## src/rtl/iobus_pkg.sv

```systemverilog
// Shared IOBUS UART definitions: register offsets, STATUS bit positions and TX FSM states.
// The PARITY state exists only when UART_TX_PARITY_EN is defined.
package iobus_pkg;

  localparam logic [3:0] TXDATA_OFS = 4'h0;
  localparam logic [3:0] STATUS_OFS = 4'h4;
  localparam logic [3:0] DIV_OFS    = 4'h8;

  localparam int STAT_BUSY  = 0;
  localparam int STAT_FULL  = 1;
  localparam int STAT_EMPTY = 2;
  localparam int STAT_OVF   = 3;
  localparam int STAT_CNT   = 8;

  typedef enum logic [2:0] {
    S_IDLE   = 3'd0,
    S_START  = 3'd1,
    S_DATA   = 3'd2,
`ifdef UART_TX_PARITY_EN
    S_PARITY = 3'd3,
`endif
    S_STOP   = 3'd4
  } uart_tx_state_t;

  // A zero divisor would stall the bit counter, so it is promoted to 1.
  function automatic logic [15:0] clamp_div(input logic [15:0] d);
    return (d == 16'd0) ? 16'd1 : d;
  endfunction

endpackage

```

## src/rtl/iobus_tx_fifo.sv

```systemverilog
// Synchronous first-word-fall-through FIFO for the UART transmit path.
// A push while full is accepted only when a pop frees a slot in the same cycle.
module iobus_tx_fifo #(
  parameter int WIDTH = 8,
  parameter int DEPTH = 16,
  localparam int AW = $clog2(DEPTH)
) (
  input  logic             CLK,
  input  logic             RESET,
  input  logic             push,
  input  logic             pop,
  input  logic [WIDTH-1:0] din,
  output logic [WIDTH-1:0] dout,
  output logic             full,
  output logic             empty,
  output logic [AW:0]      count
);

  logic [WIDTH-1:0] mem [DEPTH];
  logic [AW-1:0]    wr_ptr_reg, rd_ptr_reg;
  logic [AW:0]      count_reg;
  logic             push_ok, pop_ok;

  assign full    = (count_reg == (AW+1)'(DEPTH));
  assign empty   = (count_reg == '0);
  assign count   = count_reg;
  assign dout    = mem[rd_ptr_reg];
  assign pop_ok  = pop && !empty;
  assign push_ok = push && (!full || pop_ok);

  always_ff @(posedge CLK) begin
    if (push_ok) mem[wr_ptr_reg] <= din;
  end

  always_ff @(posedge CLK or posedge RESET) begin
    if (RESET) begin
      wr_ptr_reg <= '0;
      rd_ptr_reg <= '0;
      count_reg  <= '0;
    end else begin
      if (push_ok) wr_ptr_reg <= wr_ptr_reg + 1'b1;
      if (pop_ok)  rd_ptr_reg <= rd_ptr_reg + 1'b1;
      case ({push_ok, pop_ok})
        2'b10:   count_reg <= count_reg + 1'b1;
        2'b01:   count_reg <= count_reg - 1'b1;
        default: count_reg <= count_reg;
      endcase
    end
  end

endmodule

```

## src/rtl/iobus_uart_tx.sv

```systemverilog
// Memory-mapped UART transmitter on the IOBUS: TXDATA/STATUS/DIV registers, TX FIFO, serializer.
// Define UART_TX_PARITY_EN to insert an even-parity bit (8E1); otherwise frames are 8N1.
module iobus_uart_tx
  import iobus_pkg::*;
#(
  parameter logic [31:0] BASE_ADDR   = 32'h1100_0100,
  parameter int          FIFO_DEPTH  = 16,
  parameter logic [15:0] DEFAULT_DIV = 16'd868
) (
  input  logic        CLK,
  input  logic        RESET,
  input  logic [31:0] IOBUS_ADDR,
  input  logic [31:0] IOBUS_OUT,
  input  logic        IOBUS_WR,
  output logic [31:0] rd_data,
  output logic        tx
);

  localparam int          CW        = $clog2(FIFO_DEPTH) + 1;
  localparam logic [15:0] RESET_DIV = (DEFAULT_DIV == 16'd0) ? 16'd1 : DEFAULT_DIV;

  logic           sel, wr_txdata, wr_status, wr_div;
  logic [3:0]     ofs;
  logic [15:0]    div_reg;
  logic           ovf_reg;
  logic           fifo_full, fifo_empty, fifo_pop;
  logic [7:0]     fifo_dout;
  logic [CW-1:0]  fifo_count;
  logic           busy;
  logic [31:0]    rd_next;
  logic           unused_wdata;

  uart_tx_state_t state_reg, state_next;
  logic [15:0]    cnt_reg, cnt_next;
  logic [15:0]    shadow_div_reg, shadow_div_next;
  logic [2:0]     bit_idx_reg, bit_idx_next;
  logic [7:0]     shift_reg, shift_next;
  logic           start_frame;
`ifdef UART_TX_PARITY_EN
  logic           parity_reg, parity_next;
`endif

  assign ofs          = IOBUS_ADDR[3:0];
  assign sel          = (IOBUS_ADDR[31:4] == BASE_ADDR[31:4]);
  assign wr_txdata    = IOBUS_WR && sel && (ofs == TXDATA_OFS);
  assign wr_status    = IOBUS_WR && sel && (ofs == STATUS_OFS);
  assign wr_div       = IOBUS_WR && sel && (ofs == DIV_OFS);
  assign unused_wdata = ^IOBUS_OUT[31:16];

  iobus_tx_fifo #(.WIDTH(8), .DEPTH(FIFO_DEPTH)) u_fifo (
    .CLK   (CLK),
    .RESET (RESET),
    .push  (wr_txdata),
    .pop   (fifo_pop),
    .din   (IOBUS_OUT[7:0]),
    .dout  (fifo_dout),
    .full  (fifo_full),
    .empty (fifo_empty),
    .count (fifo_count)
  );

  // A push that lands on a full FIFO is dropped unless the FSM pops in the same cycle.
  always_ff @(posedge CLK or posedge RESET) begin
    if (RESET) begin
      div_reg <= RESET_DIV;
      ovf_reg <= 1'b0;
    end else begin
      if (wr_div) div_reg <= clamp_div(IOBUS_OUT[15:0]);
      if (wr_status)                                 ovf_reg <= 1'b0;
      else if (wr_txdata && fifo_full && !fifo_pop)  ovf_reg <= 1'b1;
    end
  end

  always_ff @(posedge CLK or posedge RESET) begin
    if (RESET) state_reg <= S_IDLE;
    else       state_reg <= state_next;
  end

  always_ff @(posedge CLK or posedge RESET) begin
    if (RESET) begin
      cnt_reg        <= RESET_DIV;
      shadow_div_reg <= RESET_DIV;
      bit_idx_reg    <= 3'd0;
      shift_reg      <= 8'd0;
`ifdef UART_TX_PARITY_EN
      parity_reg     <= 1'b0;
`endif
    end else begin
      cnt_reg        <= cnt_next;
      shadow_div_reg <= shadow_div_next;
      bit_idx_reg    <= bit_idx_next;
      shift_reg      <= shift_next;
`ifdef UART_TX_PARITY_EN
      parity_reg     <= parity_next;
`endif
    end
  end

  // Every non-idle state lasts shadow_div cycles; cnt_reg == 1 marks the bit boundary.
  always_comb begin
    state_next      = state_reg;
    cnt_next        = cnt_reg;
    shadow_div_next = shadow_div_reg;
    bit_idx_next    = bit_idx_reg;
    shift_next      = shift_reg;
    start_frame     = 1'b0;
`ifdef UART_TX_PARITY_EN
    parity_next     = parity_reg;
`endif
    case (state_reg)
      S_IDLE: start_frame = !fifo_empty;
      default: begin
        if (cnt_reg != 16'd1) begin
          cnt_next = cnt_reg - 16'd1;
        end else begin
          cnt_next = shadow_div_reg;
          case (state_reg)
            S_START: state_next = S_DATA;
            S_DATA: begin
              shift_next   = {1'b0, shift_reg[7:1]};
              bit_idx_next = bit_idx_reg + 3'd1;
`ifdef UART_TX_PARITY_EN
              if (bit_idx_reg == 3'd7) state_next = S_PARITY;
`else
              if (bit_idx_reg == 3'd7) state_next = S_STOP;
`endif
            end
`ifdef UART_TX_PARITY_EN
            S_PARITY: state_next = S_STOP;
`endif
            S_STOP: begin
              if (!fifo_empty) start_frame = 1'b1;
              else             state_next  = S_IDLE;
            end
            default: state_next = S_IDLE;
          endcase
        end
      end
    endcase

    // Frame start snapshots the divisor so later DIV writes only affect the next frame.
    if (start_frame) begin
      state_next      = S_START;
      cnt_next        = div_reg;
      shadow_div_next = div_reg;
      bit_idx_next    = 3'd0;
      shift_next      = fifo_dout;
`ifdef UART_TX_PARITY_EN
      parity_next     = ^fifo_dout;
`endif
    end
  end

  assign fifo_pop = start_frame;

  always_comb begin
    tx   = 1'b1;
    busy = (state_reg != S_IDLE);
    case (state_reg)
      S_START:  tx = 1'b0;
      S_DATA:   tx = shift_reg[0];
`ifdef UART_TX_PARITY_EN
      S_PARITY: tx = parity_reg;
`endif
      default:  tx = 1'b1;
    endcase
  end

  always_comb begin
    rd_next = '0;
    if (sel) begin
      case (ofs)
        STATUS_OFS: begin
          rd_next[STAT_BUSY]       = busy;
          rd_next[STAT_FULL]       = fifo_full;
          rd_next[STAT_EMPTY]      = fifo_empty;
          rd_next[STAT_OVF]        = ovf_reg;
          rd_next[STAT_CNT +: CW]  = fifo_count;
        end
        DIV_OFS: rd_next[15:0] = div_reg;
        default: rd_next = '0;
      endcase
    end
  end

  always_ff @(posedge CLK or posedge RESET) begin
    if (RESET) rd_data <= '0;
    else       rd_data <= rd_next;
  end

endmodule

```

## config.mk

```make
export PLATFORM = sky130hd
export DESIGN_NAME = iobus_uart_tx
export DESIGN_NICKNAME = d
export VERILOG_FILES = /design/src/rtl/iobus_pkg.sv /design/src/rtl/iobus_tx_fifo.sv /design/src/rtl/iobus_uart_tx.sv
export SDC_FILE = /design/constraint.sdc
export NUM_CORES = 1
export LEC_CHECK = 0
export ABC_AREA = 0
export CAP_MARGIN = 20
export CORE_ASPECT_RATIO = 1.25
export CORE_MARGIN = 10
export CORE_UTILIZATION = 31
export DETAILED_ROUTE_END_ITERATION = 16
export GPL_TIMING_DRIVEN = 0
export PLACE_DENSITY_LB_ADDON = 0.12
export SLEW_MARGIN = 25
export SYNTH_ARGS = -nofsm -noshare
export SYNTH_HDL_FRONTEND = slang
export SYNTH_SLANG_ARGS = --single-unit
```

## constraint.sdc

```tcl
create_clock -name CLK -period 3.79 [get_ports CLK]
set_input_delay 0.5685 -clock CLK [delete_from_list [all_inputs] [get_ports CLK]]
set_output_delay 0.5685 -clock CLK [all_outputs]
set_load 0.02 [all_outputs]
```

==> results of run 1 <==
==> cell usage after synthesis, types with 7 or more instances <==
cell type	count	area (um^2)
mux2_2	16	180.2
a31oi_1	11	68.82
nand2b_1	8	50.05
nor4_1	8	50.05
buf_4	19	142.6
dfstp_2	15	394.1
and3_1	7	43.79
nor2_1	42	157.7
dfrtp_1	77	1927
inv_1	10	37.54
ha_1	12	150.1
nor3_1	16	80.08
edfxtp_1	128	3844
a21oi_1	13	65.06
nand2_1	88	330.3
a22oi_1	9	67.56
xnor2_1	15	131.4
clkbuf_1	10	37.54
buf_2	13	65.06
o21ai_0	16	80.08
mux4_2	40	900.9
==> power groups by stage <==
stage	Sequential, W	Combinational [W]	Clock, W
CTS	0.00254	0.000141	0.00265
finish	0.00254	0.000139	0.00259
global placement	0.00259	0.000131	0
floorplan	0.00259	0.0000475	0
detailed placement	0.00259	0.000140	0
global route	0.00254	0.000152	0.00275
==> logic make-up after synthesis <==
group / Yosys count / share of synthesized area
mux: 59 / 0.1165
flops: 220 / 0.6404
buf+inv: 57 / 0.03210
simple gates: 201 / 0.1092
other cells: 1 / 0.0003895
fa+ha+maj: 13 / 0.01768
compound gates: 88 / 0.06837
xor+xnor: 17 / 0.01547
==> cells in the final DEF, fill, tap and decap left out, types with 16 or more instances in the layout <==
cell type / count
nor2_1: 42
dfrtp_1: 77
conb_1: 16
clkbuf_1: 17
mux2_2: 16
buf_4: 19
mux4_2: 40
nand2_1: 88
edfxtp_1: 128
clkdlybuf4s50_1: 67
o21ai_0: 16
clkbuf_16: 26
==> worst reg2reg max path, delay by kind of cell (launching register included) <==
family	cells	cell delay [ns]
compound gates	1	0.17
fa+ha+maj	1	0.13
buf+inv	2	0.24
flops	1	0.41
simple gates	5	1.74
==> final cells by class <==
class	instances	area, um^2	share of cell area
well taps	407	509.2	0.04312
flip-flops and latches	220	6165	0.5220
clock inverters	11	202.7	0.01716
plain buffers	47	271.5	0.02299
inverters	10	42.54	0.003602
clock buffers	34	690.7	0.05849
repair buffers	68	698.2	0.05912
multi-input cells	394	3229	0.2735
==> per-stage QoR <==
| step | TNS, ns | setup slack, ns | cell area [um^2] |
|---|---|---|---|
| finish | 0 | 0.6473 | 11810 |
| detailed placement | 0 | 0.01637 | 10920 |
| CTS | 0 | 0.5536 | 11810 |
| floorplan | 0 | 0.8544 | 9683 |
| global route | 0 | 0.3747 | 11810 |
| global placement | -57.74 | -0.6802 | 10860 |
==> routing by layer <==
metal,vias to the layer above,routed length (um)
met2,138,12500
met1,2874,9187
met4,0,510
met3,38,1212
li1,2669,-
met5,-,0
==> path summary, 6_finish.rpt <==
path,startpoint,endpoint,slack (ns)
max in group asynchronous,RESET,shadow_div_reg[6],2.76
min in group CLK,shadow_div_reg[9],shadow_div_reg[9],0.46
min reg2reg,shadow_div_reg[9],shadow_div_reg[9],0.46
max,IOBUS_ADDR[13],u_fifo.mem[7][4],0.65
min,RESET,u_fifo.count[0],0.37
max reg2reg,cnt_reg[1],u_fifo.mem[7][4],0.72
==> flow_metrics.py, run 1 <==
metrics = {
    "yosys": {
        "synth_area_mm2": 0.009627,
        "ys.flop_type": "edfxtp_1",
        "synth_warnings": 0,
        "netlist_instances": 656,
        "synth_cell_types": 65,
        "ys_seq_area_frac": 0.6404,
        "syn_avg_cell_area_um2": 14.67,
        "synth_seq_cells": 220,
        "synth-edff-count": 128,
        "async_flop_share": 0.4182,
    },
    "cells_and_area": {
        "antenna_cells": 0,
        "largest_register_ffs": 128,
        "postLayoutCoreUtil": 0.3833,
        "area_growth_pct": 22.67,
        "largest_register": "u_fifo.mem",
        "final_cells": 1191,
        "drive_above_1_share": 0.2194,
        "fin_nets": 847,
        "fillCellCount": 2938,
    },
    "power_and_ir_drop": {
        "swShare": 0.1975,
        "seqPwrFrac": 0.483,
        "total_power_w": 0.005266,
        "p_per_area_mw_per_mm2": 445.9,
        "pwr-share-comb": 0.026,
        "clock_power_share": 0.491,
        "p_sw_w": 0.001040,
        "ir_drop_mv": 0.2987,
        "p_int_w": 0.004226,
        "leakagePower_nw": 4.405,
    },
    "routing": {
        "vias": 5719,
        "dr.pass1.iters": 5,
        "drc": 0,
        "drtIter0Drc": 359,
        "viasPerCell": 4.802,
        "wl_per_cell_um": 19.65,
        "antenna_left": 0,
        "drt-total-wl_mm": 23.41,
    },
    "timing": {
        "finClkSkew_ns": 0.005171,
        "period_share": 0.8292,
        "min_period_ns": 3.143,
        "hold_ws_ns": 0.3682,
        "fmax_ghz": 0.3182,
        "timing.final.hold_violations": 0,
        "rsz0062_at_grt": "no",
        "setup_viol": 0,
        "tightestPinTransition_ns": 0.9298,
        "finalMaxSlewViolations": 0,
        "slew_headroom": 0.3779,
    },
    "place": {
        "placedCellCount": 1146,
        "io_buffers": 67,
        "gp_congestion": 0.8288,
        "dp_hpwl_mm": 17.12,
    },
    "clock_tree": {
        "postCtsSetupBuffers": 0,
        "cts_buffers": 26,
        "cts_buffer_depth": 3,
        "h-tree-depth": 1,
        "clk_latency_ns": 0.54,
        "cts.sink_count": 220,
        "cts_tree": "built",
        "clock-root-buffer": "clkbuf_16",
        "clkSlewWorstSetupHoldPaths_ns": 0.06,
        "cts_resized": 0,
        "postCtsHoldBufs": 0,
    },
    "setup_path": {
        "cp_num_cells": 8,
        "end_kind": "flip-flop",
        "path_delay_family": "simple AND/OR/NAND/NOR gates",
        "critPathSlowestCell": "nor2_1",
        "reg2reg_depth": 9,
        "crit_fanout": 10,
        "start_kind": "input pin",
        "critPathKind": "in2reg",
        "crit_chain": "clkdlybuf4s50_1, nor4_1, nand4_1, nor3_2, o211a_1, buf_6, nand2_1, nor2_1",
        "required_ns": 3.95,
        "cp_slowest_stage_delay_ns": 0.75,
        "cp_num_buf_inv": 2,
        "worstPathArrival_ns": 3.30,
    },
    "die": {
        "initial_core_util": 0.3125,
        "die_h_um": 217.0,
        "io-pin-count": 100,
        "dieArea_mm2": 0.03855,
        "num_rows": 72,
        "coreArea_mm2": 0.03081,
        "die_x_um": 177.6,
    },
    "job": {
        "maxCapViolCount": 0,
    },
    "grt": {
        "top_usage_layer": "met2",
        "grt_use_met2": 0.2271,
        "grt_max_degree": 69,
        "use_met1": 0.1420,
        "first_global_vias": 6265,
        "grt_first_pass_wirelength_mm": 37.22,
        "overflow": 0,
        "grtUsageTotal": 0.1232,
        "antenna_found_initial": 0,
        "grt.met3_usage": 0.02200,
    },
    "hold_path": {
        "hold_path_class": "in2async",
    },
    "status": {
        "status": "finished clean",
    },
}
(Power assumes the default switching activity.)
==> inputs of run 2 (changes only) <==
- clock period: 3.79 -> 3.1 ns (I/O delays scaled with it)
==> run 2 against run 1 <==
Net effect:
- flip-flop and latch count unchanged
- largest cell class unchanged
- critical path type is now reg2reg
- clock skew about the same
- combinational power increased by 22%
==> flow_metrics.py, run 2 (same netlist as run 1, synthesis figures left out) <==
metrics = {
    "status": {
        "status": "finished clean",
    },
    "timing": {
        "timing.final.hold_violations": 0,
        "rsz0062_at_grt": "yes",
        "finalMaxSlewViolations": 0,
        "finClkSkew_ns": 0.005593,
        "fmax_ghz": 0.3470,
        "slew_headroom": 0.3968,
        "tightestPinTransition_ns": 0.9025,
        "finalSetupTns_ns": 0,
        "min_period_ns": 2.882,
        "setup_viol": 0,
        "period_share": 0.9296,
    },
    "routing": {
        "vias": 5745,
        "dr.pass1.iters": 4,
        "drc": 0,
        "drtIter0Drc": 341,
        "drt-total-wl_mm": 23.49,
        "wl_per_cell_um": 19.72,
        "viasPerCell": 4.824,
        "antenna_left": 0,
    },
    "cells_and_area": {
        "fin_nets": 847,
        "antenna_cells": 0,
        "layout_common_cells": "edfxtp_1 (128), nand2_1 (88), dfrtp_1 (77)",
        "fillCellCount": 2933,
        "largest_register_ffs": 128,
        "area_growth_pct": 23.29,
        "drive_above_1_share": 0.2360,
        "final_common_cell": "edfxtp_1",
        "largest_register": "u_fifo.mem",
        "postLayoutCoreUtil": 0.3852,
    },
    "grt": {
        "grt_first_pass_wirelength_mm": 37.25,
        "grt_max_degree": 69,
        "use_met1": 0.1424,
        "grt.met3_usage": 0.02200,
        "overflow": 0,
        "grt_use_met2": 0.2270,
        "antenna_found_initial": 0,
        "first_global_vias": 6257,
        "grtUsageTotal": 0.1233,
        "top_usage_layer": "met2",
    },
    "setup_path": {
        "r2r_start": "cnt_reg[7]",
        "r2r_end": "u_fifo.count[4]",
        "critPathKind": "reg2reg",
        "start_kind": "flip-flop",
        "end_kind": "flip-flop",
        "crit_start": "cnt_reg[7]",
        "reg2reg_depth": 12,
        "worst-r2r-setup-slack_ns": 0.22,
        "worstPathArrival_ns": 3.34,
        "crit_fanout": 10,
        "required_ns": 3.56,
    },
    "power_and_ir_drop": {
        "p_int_w": 0.005167,
        "p_sw_w": 0.001274,
        "swShare": 0.1979,
        "ir_drop_mv": 0.3658,
        "p_per_area_mw_per_mm2": 542.7,
        "clock_power_share": 0.491,
        "total_power_w": 0.006441,
        "seqPwrFrac": 0.482,
        "pwr-share-comb": 0.026,
        "leakagePower_nw": 4.387,
    },
    "die": {
        "die_h_um": 217.0,
        "dieArea_mm2": 0.03855,
        "coreArea_mm2": 0.03081,
        "die_x_um": 177.6,
        "num_rows": 72,
        "io-pin-count": 100,
        "initial_core_util": 0.3125,
    },
    "clock_tree": {
        "clock-root-buffer": "clkbuf_16",
        "clkSlewWorstSetupHoldPaths_ns": 0.06,
        "clk_latency_ns": 0.54,
        "cts_buffers": 26,
        "postCtsHoldBufs": 0,
        "h-tree-depth": 1,
        "cts_buffer_depth": 3,
        "postCtsSetupBuffers": 0,
        "cts.sink_count": 220,
        "cts_tree": "built",
    },
    "hold_path": {
        "hold_path_class": "in2async",
    },
    "place": {
        "io_buffers": 67,
        "gp_congestion": 0.8288,
        "dp_hpwl_mm": 17.12,
    },
    "job": {
        "maxCapViolCount": 0,
    },
}
run 2: layer usage:
metal  vias up  wire length (um)
li1       2670                 -
met1      2886              9201
met2       151             12530
met3        38              1240
met4         0               514
met5         -                 0
run 2: worst max-delay path, cell delays in order (launching register included):
cell and delay (ns):
dfrtp_1 0.46, nor4_4 0.38, nand4_4 0.27, a21o_4 0.33, nor2_4 0.18, inv_1 0.07
fa_1 0.40, nor2b_1 0.12, o21ai_0 0.08, nand2b_1 0.10, nor3_1 0.05, a31oi_1 0.20
xnor2_1 0.14
run 2: metrics by stage:
| stage | setup slack (ns) | instances | instance area, um^2 | hold slack, ns |
|---|---|---|---|---|
| 4_1_cts | 0.02201 | 1191 | 11820 | 0.2602 |
| 6_report | 0.2183 | 1191 | 11870 | 0.2647 |
| 3_5_place_dp | -0.5701 | 1146 | 10920 | 0.4534 |
| 3_3_place_gp | -1.267 | 1145 | 10860 | 0.4476 |
| 2_1_floorplan | 0.2679 | 671 | 9683 | 0.4389 |
| 5_1_grt | -0.07152 | 1191 | 11870 | 0.2825 |
run 2: worst max-delay path by stage:
| stage | to | slack, ns | cells after the start |
|---|---|---|---|
| 3_3_place_gp | u_fifo.rd_ptr_reg[3] | -1.27 | 2 |
| 2_1_floorplan | bit_idx_reg[0] | 0.27 | 1 |
| 5_1_grt | u_fifo.count[4] | -0.07 | 12 |
| 3_5_place_dp | u_fifo.mem[7][7] | -0.57 | 8 |
| 6_report | u_fifo.count[4] | 0.22 | 12 |
| 4_1_cts | u_fifo.mem[6][5] | 0.02 | 9 |
run 2: final cells by class:
cell class	count	area, um^2	area share
inverters	10	42.54	0.003584
clock inverters	11	202.7	0.01708
flip-flops and latches	220	6165	0.5194
plain buffers	47	271.5	0.02288
repair buffers	68	698.2	0.05882
multi-input cells	394	3289	0.2771
well taps	407	509.2	0.04291
clock buffers	34	690.7	0.05819
run 2: repair_timing:
action	CTS	global route
endpoints found under the setup margin	18	69
pin swaps	0	2
gates resized for setup	4	13
endpoints found under the hold margin	0	0
run 2: power groups by stage:
stage	Sequential (W)	Clock [W]	Combinational, W
final	0.00311	0.00316	0.000169
after global routing	0.00311	0.00337	0.000186
after CTS	0.00311	0.00325	0.000172
after detailed placement	0.00316	0	0.000171
after global placement	0.00316	0	0.000160
after floorplan	0.00316	0	0.0000581
